## src/rtl/xbus_dma_engine.sv

```systemverilog
// xbus_dma_engine
// Sequential single-word XBUS master. A block command (word address, length,
// direction) is broken into one bus transaction per word. Read mode streams
// memory words out through rd_*; write mode collects words from wr_* and
// writes them to memory. A small FIFO sits between the stream side and the bus.
//
// Stream handshakes (rd_* and wr_*): a word moves on every clock edge where
// valid and ready are both high. The producer holds data stable while valid is
// high and ready is low. The consumer's ready may change at any time.
//
// Bus side: ma_req is raised only when the engine can actually launch a word.
// That means the FIFO is not full in read mode, or not empty in write mode. So
// ma_req stays low while the read stream is stalled. A grant in REQ moves the
// FSM to XFER. ma_select and the address/data/direction are then held until
// xbm_ack. After every transfer there is one GAP cycle with ma_select low.

module xbus_dma_engine #(
    parameter int C_FIFO_DEPTH = 4,
    parameter int C_LEN_WIDTH  = 16
) (
    input  logic                   Bus2IP_Mst_Clk,
    input  logic                   Bus2IP_Mst_Reset,
    // command
    input  logic                   cmd_start,
    input  logic                   cmd_rnw,
    input  logic [31:0]            cmd_addr,
    input  logic [C_LEN_WIDTH-1:0] cmd_len,
    output logic                   busy,
    output logic                   done,
    // read stream (memory -> ICAP)
    output logic [31:0]            rd_data,
    output logic                   rd_valid,
    input  logic                   rd_ready,
    // write stream (ICAP -> memory)
    input  logic [31:0]            wr_data,
    input  logic                   wr_valid,
    output logic                   wr_ready,
    // XBUS master side
    output logic                   ma_req,
    output logic                   ma_select,
    output logic                   ma_rnw,
    output logic [31:0]            ma_addr,
    output logic [31:0]            ma_data,
    output logic [3:0]             ma_be,
    input  logic                   xbm_gnt,
    input  logic                   xbm_ack,
    input  logic [31:0]            xbm_data,
    // debug: current FSM state
    output logic [2:0]             o_dbg_state
);

    localparam int L_PW = (C_FIFO_DEPTH > 1) ? $clog2(C_FIFO_DEPTH) : 1;
    localparam int L_CW = L_PW + 1;

    localparam logic [L_CW-1:0]        L_CNT_FULL = L_CW'(C_FIFO_DEPTH);
    localparam logic [L_CW-1:0]        L_CNT_ZERO = '0;
    localparam logic [L_CW-1:0]        L_CNT_ONE  = L_CW'(1);
    localparam logic [L_PW-1:0]        L_PTR_ONE  = L_PW'(1);
    localparam logic [C_LEN_WIDTH-1:0] L_LEN_ZERO = '0;
    localparam logic [C_LEN_WIDTH-1:0] L_LEN_ONE  = C_LEN_WIDTH'(1);

    typedef enum logic [2:0] {
        S_IDLE  = 3'd0,
        S_REQ   = 3'd1,
        S_XFER  = 3'd2,
        S_GAP   = 3'd3,
        S_DRAIN = 3'd4
    } state_t;

    state_t r_state;
    state_t w_state_nxt;

    // command / progress registers
    logic                   r_dir;
    logic [31:0]            r_cur_addr;
    logic [C_LEN_WIDTH-1:0] r_remaining;
    logic [C_LEN_WIDTH-1:0] r_len;
    logic [C_LEN_WIDTH-1:0] r_accepted;

    // FIFO storage
    logic [31:0]            r_mem [C_FIFO_DEPTH];
    logic [L_PW-1:0]        r_wptr;
    logic [L_PW-1:0]        r_rptr;
    logic [L_CW-1:0]        r_count;

    // registered outputs
    logic                   r_busy;
    logic                   r_done;
    logic                   r_ma_req;
    logic                   r_ma_select;
    logic                   r_ma_rnw;
    logic [31:0]            r_ma_addr;
    logic [31:0]            r_ma_data;
    logic [3:0]             r_ma_be;

    // decoded control
    logic                   w_cmd_accept;
    logic                   w_ack_xfer;
    logic                   w_empty;
    logic                   w_full;
    logic                   w_launch;
    logic                   w_rd_valid;
    logic                   w_rd_fire;
    logic                   w_wr_ready;
    logic                   w_wr_fire;
    logic                   w_push;
    logic                   w_pop;
    logic [31:0]            w_push_data;
    logic [31:0]            w_fifo_head;
    logic [L_CW-1:0]        w_count_nxt;
    logic                   w_dir_nxt;
    logic                   w_launch_nxt;
    logic                   w_launching;

    // next values of the registered outputs
    logic                   w_busy_nxt;
    logic                   w_done_nxt;
    logic                   w_ma_req_nxt;
    logic                   w_ma_select_nxt;
    logic                   w_ma_rnw_nxt;
    logic [31:0]            w_ma_addr_nxt;
    logic [31:0]            w_ma_data_nxt;
    logic [3:0]             w_ma_be_nxt;

    // ------------------------------------------------------------------
    // Decode
    // ------------------------------------------------------------------
    assign w_cmd_accept = (r_state == S_IDLE) && cmd_start;
    assign w_ack_xfer   = (r_state == S_XFER) && xbm_ack;

    assign w_empty      = (r_count == L_CNT_ZERO);
    assign w_full       = (r_count == L_CNT_FULL);
    assign w_fifo_head  = r_mem[r_rptr];

    // A read needs room for the returning word. A write needs a word to send.
    assign w_launch     = r_dir ? !w_full : !w_empty;

    assign w_rd_valid   = r_dir && !w_empty;
    assign w_rd_fire    = w_rd_valid && rd_ready;

    // Never accept more stream words than the command asked for.
    assign w_wr_ready   = r_busy && !r_dir && !w_full && (r_accepted < r_len);
    assign w_wr_fire    = w_wr_ready && wr_valid;

    // The FIFO is filled by the bus and drained by the stream in read mode.
    // Write mode uses it in the opposite direction.
    assign w_push       = r_dir ? w_ack_xfer : w_wr_fire;
    assign w_pop        = r_dir ? w_rd_fire  : w_ack_xfer;
    assign w_push_data  = r_dir ? xbm_data   : wr_data;

    assign w_dir_nxt    = w_cmd_accept ? cmd_rnw : r_dir;
    assign w_launching  = (r_state == S_REQ) && (w_state_nxt == S_XFER);

    // Occupancy after this edge, used to decide ma_req one cycle ahead.
    always_comb begin
        w_count_nxt = r_count;
        case ({w_push, w_pop})
            2'b10:   w_count_nxt = r_count + L_CNT_ONE;
            2'b01:   w_count_nxt = r_count - L_CNT_ONE;
            default: w_count_nxt = r_count;
        endcase
    end

    assign w_launch_nxt = w_dir_nxt ? (w_count_nxt != L_CNT_FULL)
                                    : (w_count_nxt != L_CNT_ZERO);

    // ------------------------------------------------------------------
    // FSM
    // ------------------------------------------------------------------
    // State register.
    always_ff @(posedge Bus2IP_Mst_Clk or posedge Bus2IP_Mst_Reset) begin
        if (Bus2IP_Mst_Reset) begin
            r_state <= S_IDLE;
        end else begin
            r_state <= w_state_nxt;
        end
    end

    // Next-state logic.
    always_comb begin
        w_state_nxt = r_state;
        case (r_state)
            S_IDLE: begin
                // A zero-length command completes without touching the bus.
                if (cmd_start && (cmd_len != L_LEN_ZERO)) begin
                    w_state_nxt = S_REQ;
                end
            end
            S_REQ: begin
                if (xbm_gnt && w_launch) begin
                    w_state_nxt = S_XFER;
                end
            end
            S_XFER: begin
                if (xbm_ack) begin
                    w_state_nxt = S_GAP;
                end
            end
            S_GAP: begin
                if (r_remaining != L_LEN_ZERO) begin
                    w_state_nxt = S_REQ;
                end else if (r_dir) begin
                    w_state_nxt = S_DRAIN;
                end else begin
                    w_state_nxt = S_IDLE;
                end
            end
            S_DRAIN: begin
                // The command finishes when the stream has taken the last word.
                if (w_empty) begin
                    w_state_nxt = S_IDLE;
                end
            end
            default: w_state_nxt = S_IDLE;
        endcase
    end

    // Output logic: computes the value each registered output takes after this edge.
    always_comb begin
        w_busy_nxt      = (w_state_nxt != S_IDLE);
        w_done_nxt      = (w_cmd_accept && (cmd_len == L_LEN_ZERO))
                       || ((r_state == S_GAP)   && (w_state_nxt == S_IDLE))
                       || ((r_state == S_DRAIN) && (w_state_nxt == S_IDLE));
        w_ma_select_nxt = (w_state_nxt == S_XFER);
        w_ma_req_nxt    = (w_state_nxt == S_XFER)
                       || ((w_state_nxt == S_REQ) && w_launch_nxt);
        w_ma_be_nxt     = (w_state_nxt == S_XFER) ? 4'hf : 4'h0;
        w_ma_addr_nxt   = r_ma_addr;
        w_ma_rnw_nxt    = r_ma_rnw;
        w_ma_data_nxt   = r_ma_data;
        if (w_launching) begin
            w_ma_addr_nxt = r_cur_addr;
            w_ma_rnw_nxt  = r_dir;
            w_ma_data_nxt = r_dir ? 32'h0 : w_fifo_head;
        end
    end

    // Output registers. The address, direction and data stay fixed between launch and ack.
    always_ff @(posedge Bus2IP_Mst_Clk or posedge Bus2IP_Mst_Reset) begin
        if (Bus2IP_Mst_Reset) begin
            r_busy      <= 1'b0;
            r_done      <= 1'b0;
            r_ma_req    <= 1'b0;
            r_ma_select <= 1'b0;
            r_ma_rnw    <= 1'b1;
            r_ma_addr   <= 32'h0;
            r_ma_data   <= 32'h0;
            r_ma_be     <= 4'h0;
        end else begin
            r_busy      <= w_busy_nxt;
            r_done      <= w_done_nxt;
            r_ma_req    <= w_ma_req_nxt;
            r_ma_select <= w_ma_select_nxt;
            r_ma_rnw    <= w_ma_rnw_nxt;
            r_ma_addr   <= w_ma_addr_nxt;
            r_ma_data   <= w_ma_data_nxt;
            r_ma_be     <= w_ma_be_nxt;
        end
    end

    // ------------------------------------------------------------------
    // Datapath
    // ------------------------------------------------------------------
    // Latch the command. Advance address and word count on every completed transfer.
    always_ff @(posedge Bus2IP_Mst_Clk or posedge Bus2IP_Mst_Reset) begin
        if (Bus2IP_Mst_Reset) begin
            r_dir       <= 1'b1;
            r_cur_addr  <= 32'h0;
            r_remaining <= L_LEN_ZERO;
            r_len       <= L_LEN_ZERO;
        end else if (w_cmd_accept) begin
            r_dir       <= cmd_rnw;
            r_cur_addr  <= cmd_addr;
            r_remaining <= cmd_len;
            r_len       <= cmd_len;
        end else if (w_ack_xfer) begin
            r_cur_addr  <= r_cur_addr + 32'd1;
            r_remaining <= r_remaining - L_LEN_ONE;
        end
    end

    // Count write-stream words taken for the current command.
    always_ff @(posedge Bus2IP_Mst_Clk or posedge Bus2IP_Mst_Reset) begin
        if (Bus2IP_Mst_Reset) begin
            r_accepted <= L_LEN_ZERO;
        end else if (w_cmd_accept) begin
            r_accepted <= L_LEN_ZERO;
        end else if (w_wr_fire) begin
            r_accepted <= r_accepted + L_LEN_ONE;
        end
    end

    // FIFO pointers and occupancy. A push and a pop in the same cycle leave the count unchanged.
    always_ff @(posedge Bus2IP_Mst_Clk or posedge Bus2IP_Mst_Reset) begin
        if (Bus2IP_Mst_Reset) begin
            r_wptr  <= '0;
            r_rptr  <= '0;
            r_count <= L_CNT_ZERO;
        end else begin
            if (w_push) begin
                r_wptr <= r_wptr + L_PTR_ONE;
            end
            if (w_pop) begin
                r_rptr <= r_rptr + L_PTR_ONE;
            end
            r_count <= w_count_nxt;
        end
    end

    // FIFO storage. Cleared on reset so that rd_data reads zero after reset.
    always_ff @(posedge Bus2IP_Mst_Clk or posedge Bus2IP_Mst_Reset) begin
        if (Bus2IP_Mst_Reset) begin
            for (int i = 0; i < C_FIFO_DEPTH; i++) begin
                r_mem[i] <= 32'h0;
            end
        end else if (w_push) begin
            r_mem[r_wptr] <= w_push_data;
        end
    end

    // ------------------------------------------------------------------
    // Outputs
    // ------------------------------------------------------------------
    assign busy        = r_busy;
    assign done        = r_done;
    assign rd_data     = w_fifo_head;
    assign rd_valid    = w_rd_valid;
    assign wr_ready    = w_wr_ready;
    assign ma_req      = r_ma_req;
    assign ma_select   = r_ma_select;
    assign ma_rnw      = r_ma_rnw;
    assign ma_addr     = r_ma_addr;
    assign ma_data     = r_ma_data;
    assign ma_be       = r_ma_be;
    assign o_dbg_state = r_state;

endmodule

```

## config.mk

```make
export PLATFORM = sky130hd
export DESIGN_NAME = xbus_dma_engine
export DESIGN_NICKNAME = d
export VERILOG_FILES = /design/src/rtl/xbus_dma_engine.sv
export SDC_FILE = /design/constraint.sdc
export NUM_CORES = 1
export LEC_CHECK = 0
export BUFFER_PORTS_ARGS = -buffer_cell sky130_fd_sc_hd__buf_2
export CORE_ASPECT_RATIO = 0.8
export CORE_UTILIZATION = 61
export CTS_CLUSTER_SIZE = 25
export DETAILED_ROUTE_END_ITERATION = 8
export MAX_ROUTING_LAYER = met4
export PLACE_DENSITY_LB_ADDON = 0.2
export SYNTH_ARGS = -nofsm -noshare
export SYNTH_HDL_FRONTEND = slang
export SYNTH_SLANG_ARGS = --single-unit
```

## constraint.sdc

```tcl
create_clock -name Bus2IP_Mst_Clk -period 20.5 [get_ports Bus2IP_Mst_Clk]
set_input_delay 4.1 -clock Bus2IP_Mst_Clk [delete_from_list [all_inputs] [get_ports Bus2IP_Mst_Clk]]
set_output_delay 4.1 -clock Bus2IP_Mst_Clk [all_outputs]
set_load 0.01 [all_outputs]
```

==> impl_metrics.csv, run 1 <==
group,metric,value,unit
clocking,clkLatencyLatePin,550,ps
clocking,numCtsBuffers,28,
detailed_routing,routed_wire_length_per_instance,19.6,um
logic_synthesis,synth_compound_gate_area_share,18.2,%
worst_setup_path,startpoint_type,"flop",
floorplanning,floorplan.io_pins,230,
grt,number_of_antenna_violations_at_the_first_check_in_global_routing,0,
logic_synthesis,yosysWarnings,0,
logic_synthesis,synth.most_common_cell,"dfrtp_1",
clocking,hold_fix_buffers_cts,0,
floorplanning,die_area,23100,um2
detailed_routing,top_signal_layer_used,"met4",
detailed_routing,vias_per_cell,6.19,
floorplanning,std_cell_rows,48,
worst_setup_path,worst_ep_arrival_time,2780,ps
logic_synthesis,postSynth.topFlopCell,"dfrtp_1",
worst_setup_path,worst_setup_path_startpoint,"r_accepted[11]$_DFFE_PP0P_",
logic_synthesis,post_synth_inst_count,1317,
detailed_routing,drt_iter0_drc,1050,
clocking,numClockSinks,288,
detailed_routing,met2RoutedLength,16600,um
worst_setup_path,worstReg2RegEnd,"ma_req$_DFF_PP0_",
power,ir_drop_worst_vdd,0.000114,V
worst_setup_path,crit_end,"wr_ready",
sta,worstMarginPinSlew,1050,ps
logic_synthesis,synthDominantAreaCellType,"dfrtp_1",
detailed_routing,antenna_left,0,
placed_design,place.detailed.instances,1761,
logic_synthesis,syn-mean-instance-area,10.4,um2
sta,fin_crit,6880,ps
sta,tns,0,ps
grt,first_global_vias,10700,
logic_synthesis,synth_edf_count,0,
power,fin_total_pwr,2.69,mW
cells_and_area,design.final.nets,1635,
logic_synthesis,syn_nets,1461,
logic_synthesis,dominant_combinational_cell_family_by_area_after_synthesis,"compound AO/OA/AOI/OAI gates",
job,timing.max_cap.violations,0,
detailed_routing,firstDrtPassIters,5,
floorplanning,floorplan.die.width,170,um
detailed_routing,route.final.wire_length,35600,um
sta,final_setup_skew,12.7,ps
grt,grt.total_usage,32.4,%
detailed_routing,drcViolationCount,0,
sta,slew_headroom,29.8,%
cells_and_area,fillers,1587,
floorplanning,design.core.area,21800,um2
worst_setup_path,element_type_at_the_critical_path_end,"primary output",
logic_synthesis,synth.top_cells.by_area,"dfrtp_1 52%, a21oi_1 10%, mux4_2 5.3%, nand2_1 3.6%, o21ai_0 3.0%",
grt,gr-total-overflow,0,
clocking,ctsRootBufferMaster,"clkbuf_16",
sta,rsz0062_at_grt,"no",
grt,largest_net_degree_at_the_start_of_global_routing,143,
logic_synthesis,synth_cell_type_count,59,
logic_synthesis,post_synth_and_or_nand_nor_area_fraction,11.3,%
clocking,cts.htree.levels,1,
floorplanning,initial_utilization,62.8,%
logic_synthesis,synth_xor_area_share,0.959,%
logic_synthesis,synth_mux_area_share,10.2,%
sta,fmaxAchievable,145,MHz
clocking,tritoncts,"built",
placed_design,dpl.hpwl,22700,um
clocking,post_cts_repair_resize_count,0,
clocking,clockBufferDepth,3,
grt,grt_first_pass_wirelength,56800,um
placed_design,placement.io_buffers,229,
clocking,postCtsSetupBuffers,0,
outcome,run_status,"finished clean",
sta,post-route-period-util,33.6,%
worst_setup_path,required,16400,ps
sta,finalHoldViolCount,0,
worst_setup_path,worst_r2r_startpoint,"r_accepted[11]$_DFFE_PP0P_",
worst_setup_path,rrSetupSlack,16630,ps
worst_setup_path,timing.reg2reg.worst_path_depth,15,
logic_synthesis,synth_cell_area,13700,um2
worst_setup_path,crit_fanout,6,
cells_and_area,area_growth,16.0,%
placed_design,finalWeightedCongestion,0.874,
power,p_per_area,169,nW/um2
cells_and_area,drive_above_1_share,24.7,%
logic_synthesis,ys_top_cells_by_count,"286 x dfrtp_1, 277 x a21oi_1, 130 x nand2_1",
logic_synthesis,yosys_register_bits,288,
logic_synthesis,synth-adder-area-share,2.25,%
detailed_routing,met1Wirelength,15200,um
clocking,clkSlewWorstSetupHoldPaths,60,ps
cells_and_area,finish.utilization,72.9,%
detailed_routing,detailroute.wirelength.met3,2720,um
logic_synthesis,asyncSetResetFlopFracSynth,100,%
worst_setup_path,crit_type,"reg -> out",
detailed_routing,vias,11200,
cells_and_area,final_cells,1813,
power,leakage,7.14,nW
logic_synthesis,yosysTopAreaCellShare,52.3,%
floorplanning,die_height,136,um
min_path,worstHoldPathType,"reg -> reg",
sta,setup_viol,0,
sta,timing.final.max_slew_violations,0,
logic_synthesis,ys_seq_area_share,52.6,%
cells_and_area,antennaDiodeCount,0,
==> metal layers <==
layer | track usage (%) | up-vias
li1 | - | 5135
met1 | 45.1 | 5523
met2 | 48.9 | 492
met3 | 5.79 | 80
met4 | 10.5 | 0
met5 | - | -
==> registers in the layout, summed over array words and instances (netlist names) <==
signal	count
r_len	16
r_remaining	16
busy	1
r_accepted	16
r_wptr	2
r_rptr	2
ma_rnw	1
o_dbg_state	3
ma_data	32
r_mem	128
ma_be	1
ma_addr	32
r_count	3
done	1
r_dir	1
r_cur_addr	32
ma_req	1
==> worst min path at each step <==
stage                         endpoint  slack (ps)               startpoint  depth (start not counted)
6_report       ma_data[30]$_DFFE_PP0P_         480  ma_data[30]$_DFFE_PP0P_                          2
5_1_grt         ma_data[0]$_DFFE_PP0P_         490   ma_data[0]$_DFFE_PP0P_                          2
4_1_cts        ma_data[24]$_DFFE_PP0P_         480  ma_data[24]$_DFFE_PP0P_                          2
3_5_place_dp   ma_data[24]$_DFFE_PP0P_         460  ma_data[24]$_DFFE_PP0P_                          2
3_3_place_gp   ma_data[16]$_DFFE_PP0P_         460  ma_data[16]$_DFFE_PP0P_                          2
2_1_floorplan     r_len[0]$_DFFE_PP0P_         450     r_len[0]$_DFFE_PP0P_                          2
==> layout make-up <==
class	instances	area (um2)	area share [%]
clock inverters	8	129	0.811
clock buffers	44	851	5.35
flip-flops and latches	288	7210	45.4
well taps	300	375	2.36
inverters	35	139	0.874
multi-input cells	890	5900	37.1
repair buffers	248	1290	8.11
==> through the flow <==
| step | area, um2 | hold slack (ps) | setup WS, ps |
|---|---|---|---|
| after global placement | 14900 | 459 | 13640 |
| after global routing | 15900 | 493 | 13510 |
| after detailed placement | 14900 | 465 | 13580 |
| after CTS | 15900 | 479 | 13620 |
| final | 15900 | 478 | 13620 |
| after floorplan | 13700 | 447 | 8450 |
==> logic make-up after synthesis <==
group | after synthesis
fa+ha+maj | 24
xor+xnor | 15
simple gates | 313
flops | 288
mux | 96
compound gates | 442
buf+inv | 139
==> critical path, cell delays in order, from the launching register on <==
cell,delay [ps]
dfrtp_1,450
ha_1,350
nand4_1,180
o41ai_1,940
nor2_1,120
buf_2,190
==> layout by cell type, fill, tap and decap left out, types with 3 or more instances in the layout <==
cell type,netlist,layout
and3_1,7,7
o21ai_0,82,82
o41ai_1,4,4
nor2_1,37,37
o31ai_1,8,8
xor2_1,7,7
clkbuf_1,64,7
o211ai_1,18,18
a21oi_1,277,277
nor3_1,10,10
or4_1,10,10
mux2i_1,32,32
dfrtp_1,286,285
mux4_2,32,32
nor4_1,12,12
buf_2,24,229
and2_1,5,5
nand4_1,14,14
nand2b_1,34,34
ha_1,23,23
a32oi_1,3,3
buf_4,10,19
clkbuf_16,0,28
mux2_2,32,32
clkinv_2,0,3
or3_1,6,6
a31oi_1,6,6
bufinv_16,0,3
a221o_1,7,7
or2_2,4,4
xnor2_1,8,8
clkbuf_8,0,9
o311ai_0,19,19
nor2b_1,3,3
inv_1,35,34
nand3_1,29,29
nand2_1,130,130
==> power by group <==
group	internal [mW]	switching, mW	leakage (nW)	total, mW
combinational	0.464	0.676	3.18	1.14
sequential	0.827	0.175	3.48	1.00
clock	0.322	0.221	0.479	0.543
No activity file was read; power rests on OpenSTA's default activity.
==> inputs of run 2 (changes only) <==
ABC_AREA = 1   (was unset)
CORE_UTILIZATION = 57   (was 61)
clock period = 6.55 ns   (was 20.5 ns; I/O delays follow)
==> run 2 against run 1 <==
Net effect: the run now ends with design-rule violations left; total power rose to 3.1 times the previous value; combinational power rose to 3.2 times the previous value; worst hold slack got worse by 12 ps; critical path type unchanged; critical endpoint unchanged; largest cell class unchanged; highest routed layer unchanged.
==> impl_metrics.csv, run 2 <==
group,metric,value,unit
outcome,violations,"design-rule violations",
grt,first_global_vias,12000,
clocking,post_cts_repair_resize_count,0,
cells_and_area,design.final.nets,2123,
cells_and_area,leading_cell_types_in_the_layout_fill_and_taps_excluded,"617 x nand2_1, 285 x dfrtp_1, 229 x buf_2",
min_path,timing.hold.worst_path_depth,2,
sta,setup_viol,0,
logic_synthesis,postSynth.topFlopCell,"dfrtp_1",
logic_synthesis,asyncSetResetFlopFracSynth,100,%
power,p_per_area,508,nW/um2
worst_setup_path,cp_num_buf_inv,2,
logic_synthesis,synth_edf_count,0,
detailed_routing,antenna_left,0,
worst_setup_path,crit_fanout,37,
power,share_comb_of_total_power,43.4,%
logic_synthesis,synth_cell_area,14400,um2
clocking,cts.htree.levels,1,
logic_synthesis,post_synth_inst_count,1808,
sta,finalHoldWorstSlack,466,ps
placed_design,placement.io_buffers,229,
cells_and_area,layout.cells.most_common,"nand2_1",
floorplanning,floorplan.io_pins,230,
clocking,numClockSinks,288,
grt,largest_net_degree_at_the_start_of_global_routing,158,
worst_setup_path,required,5240,ps
sta,fin_crit,4200,ps
detailed_routing,vias,13100,
grt,number_of_antenna_violations_at_the_first_check_in_global_routing,1,
placed_design,finalWeightedCongestion,0.855,
sta,worstMarginPinSlew,989,ps
clocking,postCtsSetupBuffers,0,
min_path,worst_hold_startpoint,"r_mem[72]$_DFFE_PP0P_",
detailed_routing,route.final.wire_length,39100,um
worst_setup_path,timing.reg2reg.worst_path_depth,18,
sta,slew_headroom,34.1,%
cells_and_area,largest-register,"r_mem",
sta,fmaxAchievable,238,MHz
logic_synthesis,synthDominantAreaCellType,"dfrtp_1",
floorplanning,std_cell_rows,51,
logic_synthesis,syn-mean-instance-area,7.98,um2
floorplanning,die_area,26000,um2
grt,grt_first_pass_wirelength,63000,um
worst_setup_path,rrSetupSlack,2390,ps
sta,post-route-period-util,64.2,%
detailed_routing,vias_per_cell,5.65,
clocking,clockBufferDepth,3,
worst_setup_path,crit_path_max_incr_delay,1090,ps
sta,final_setup_skew,24.1,ps
min_path,timing.hold.worst_endpoint,"r_mem[72]$_DFFE_PP0P_",
floorplanning,die_height,144,um
worst_setup_path,cp_cell_sequence,"clkinv_4, nand3b_1, a21oi_1, nand3_1, nor2_1, and2_1, buf_2",
worst_setup_path,worst_r2r_startpoint,"r_dir$_DFF_PP1_",
job,timing.max_cap.violations,0,
worst_setup_path,startpoint_type,"flop",
clocking,ctsRootBufferMaster,"clkbuf_16",
power,leakage,8.72,nW
clocking,numCtsBuffers,30,
worst_setup_path,element_type_at_the_critical_path_end,"primary output",
logic_synthesis,synth.top_cells.by_area,"dfrtp_1 50%, nand2_1 16%, nand3_1 6.4%, o21ai_0 4.4%, nor2_1 3.4%",
power,power_switching,3.68,mW
worst_setup_path,worst_ep_arrival_time,2890,ps
detailed_routing,drt_iter0_drc,1189,
power,p_clk_share,20.1,%
worst_setup_path,crit_type,"reg -> out",
grt,grt.total_usage,31.1,%
logic_synthesis,yosysTopAreaCellShare,49.6,%
sta,finalHoldViolCount,0,
power,internal_power,4.74,mW
sta,tns,0,ps
logic_synthesis,synth_cell_type_count,35,
cells_and_area,largest_register_ffs,128,
power,seqPwrFrac,36.5,%
grt,gr-total-overflow,0,
clocking,clkLatencyLatePin,560,ps
logic_synthesis,synth.most_common_cell,"nand2_1",
worst_setup_path,worstReg2RegEnd,"ma_req$_DFF_PP0_",
logic_synthesis,yosys_register_bits,288,
sta,rsz0062_at_grt,"no",
clocking,tritoncts,"built",
detailed_routing,drcViolationCount,16,
sta,timing.final.max_slew_violations,0,
detailed_routing,firstDrtPassIters,8,
cells_and_area,drive_above_1_share,15.5,%
logic_synthesis,ys_seq_area_share,50.0,%
logic_synthesis,syn_nets,1952,
logic_synthesis,ys_top_cells_by_count,"617 x nand2_1, 286 x dfrtp_1, 184 x nand3_1",
logic_synthesis,yosysWarnings,0,
outcome,run_status,"finished, violations left",
min_path,worstHoldPathType,"reg -> reg",
power,p_sw_share,43.7,%
floorplanning,design.core.area,24600,um2
floorplanning,initial_utilization,58.7,%
power,ir_drop_worst_vdd,0.000274,V
floorplanning,floorplan.die.width,180,um
cells_and_area,area_growth,15.0,%
clocking,clkSlewWorstSetupHoldPaths,60,ps
worst_setup_path,cp_slowest_cell,"dfstp_2",
worst_setup_path,cell_class_contributing_the_biggest_share_of_worst_path_delay,"flip-flops",
clocking,hold_fix_buffers_cts,0,
placed_design,dpl.hpwl,24900,um
detailed_routing,routed_wire_length_per_instance,16.9,um
[run 2: worst max-delay path by stage]
stage,start,to,slack [ps],depth (start not counted)
final,r_dir$_DFF_PP1_,wr_ready,2350,7
after detailed placement,xbm_ack,ma_req$_DFF_PP0_,2190,17
after floorplan,Bus2IP_Mst_Reset,busy$_DFF_PP0_,1420,1
after global routing,r_dir$_DFF_PP1_,ma_req$_DFF_PP0_,2020,19
after CTS,r_dir$_DFF_PP1_,wr_ready,2320,7
after global placement,xbm_ack,ma_req$_DFF_PP0_,2280,17
[run 2: routing by layer]
layer | track usage, % | vias up | share of wire, % | routed length (um)
li1 | - | 6244 | - | -
met1 | 45.3 | 6266 | 46 | 18000
met2 | 46.3 | 544 | 45 | 17600
met3 | 3.98 | 60 | 7.2 | 2840
met4 | 8.08 | 0 | 1.8 | 713
met5 | - | - | 0 | 0
[run 2: cell families (layout without fill, tap and decap cells)]
| kind of cell | Yosys count | count (layout) | share of synthesized area (%) |
|---|---|---|---|
| buffers and inverters | 226 | 420 | 6.77 |
| adders and majority gates | 24 | 24 | 2.13 |
| DFF | 288 | 288 | 50.0 |
| and+or+nand+nor | 986 | 986 | 28.1 |
| AOI/OAI and AO/OA | 236 | 236 | 10.1 |
| other | 0 | 1 | 0 |
| xor gates and xnor gates | 48 | 48 | 2.91 |
[run 2: through the flow]
step	setup WS (ps)	power [mW]	utilization [%]	area (um2)	instances
after floorplan	1420	5.53	-	14400	1808
after global placement	2280	6.57	63.5	15600	2265
after detailed placement	2190	6.70	63.5	15600	2265
after CTS	2320	8.42	67.5	16600	2320
after global routing	2020	9.03	67.5	16600	2321
final	2350	8.42	67.5	16600	2321
[run 2: area by class of cell]
cell class / count / area (um2)
diodes: 1 / 2.50
repair buffers: 247 / 1290
fillers: 2083 / 7980
well taps: 318 / 398
inverters: 118 / 452
clock inverters: 8 / 108
multi-input cells: 1294 / 6250
clock buffers: 47 / 875
flip-flops and latches: 288 / 7210
[run 2: power by group through the flow]
| stage | clock network [mW] | logic [mW] | registers (mW) |
|---|---|---|---|
| 6_report | 1.70 | 3.65 | 3.07 |
| 3_3_place_gp | 0 | 3.52 | 3.05 |
| 2_1_floorplan | 0 | 2.53 | 3.00 |
| 3_5_place_dp | 0 | 3.62 | 3.08 |
| 4_1_cts | 1.72 | 3.64 | 3.06 |
| 5_1_grt | 1.79 | 4.09 | 3.16 |
[run 2: tightest hold or removal path: cells and delay by family, from the launching register on]
family / cells / cell delay [ps]
and+or+nand+nor: 2 / 100
DFF: 1 / 340
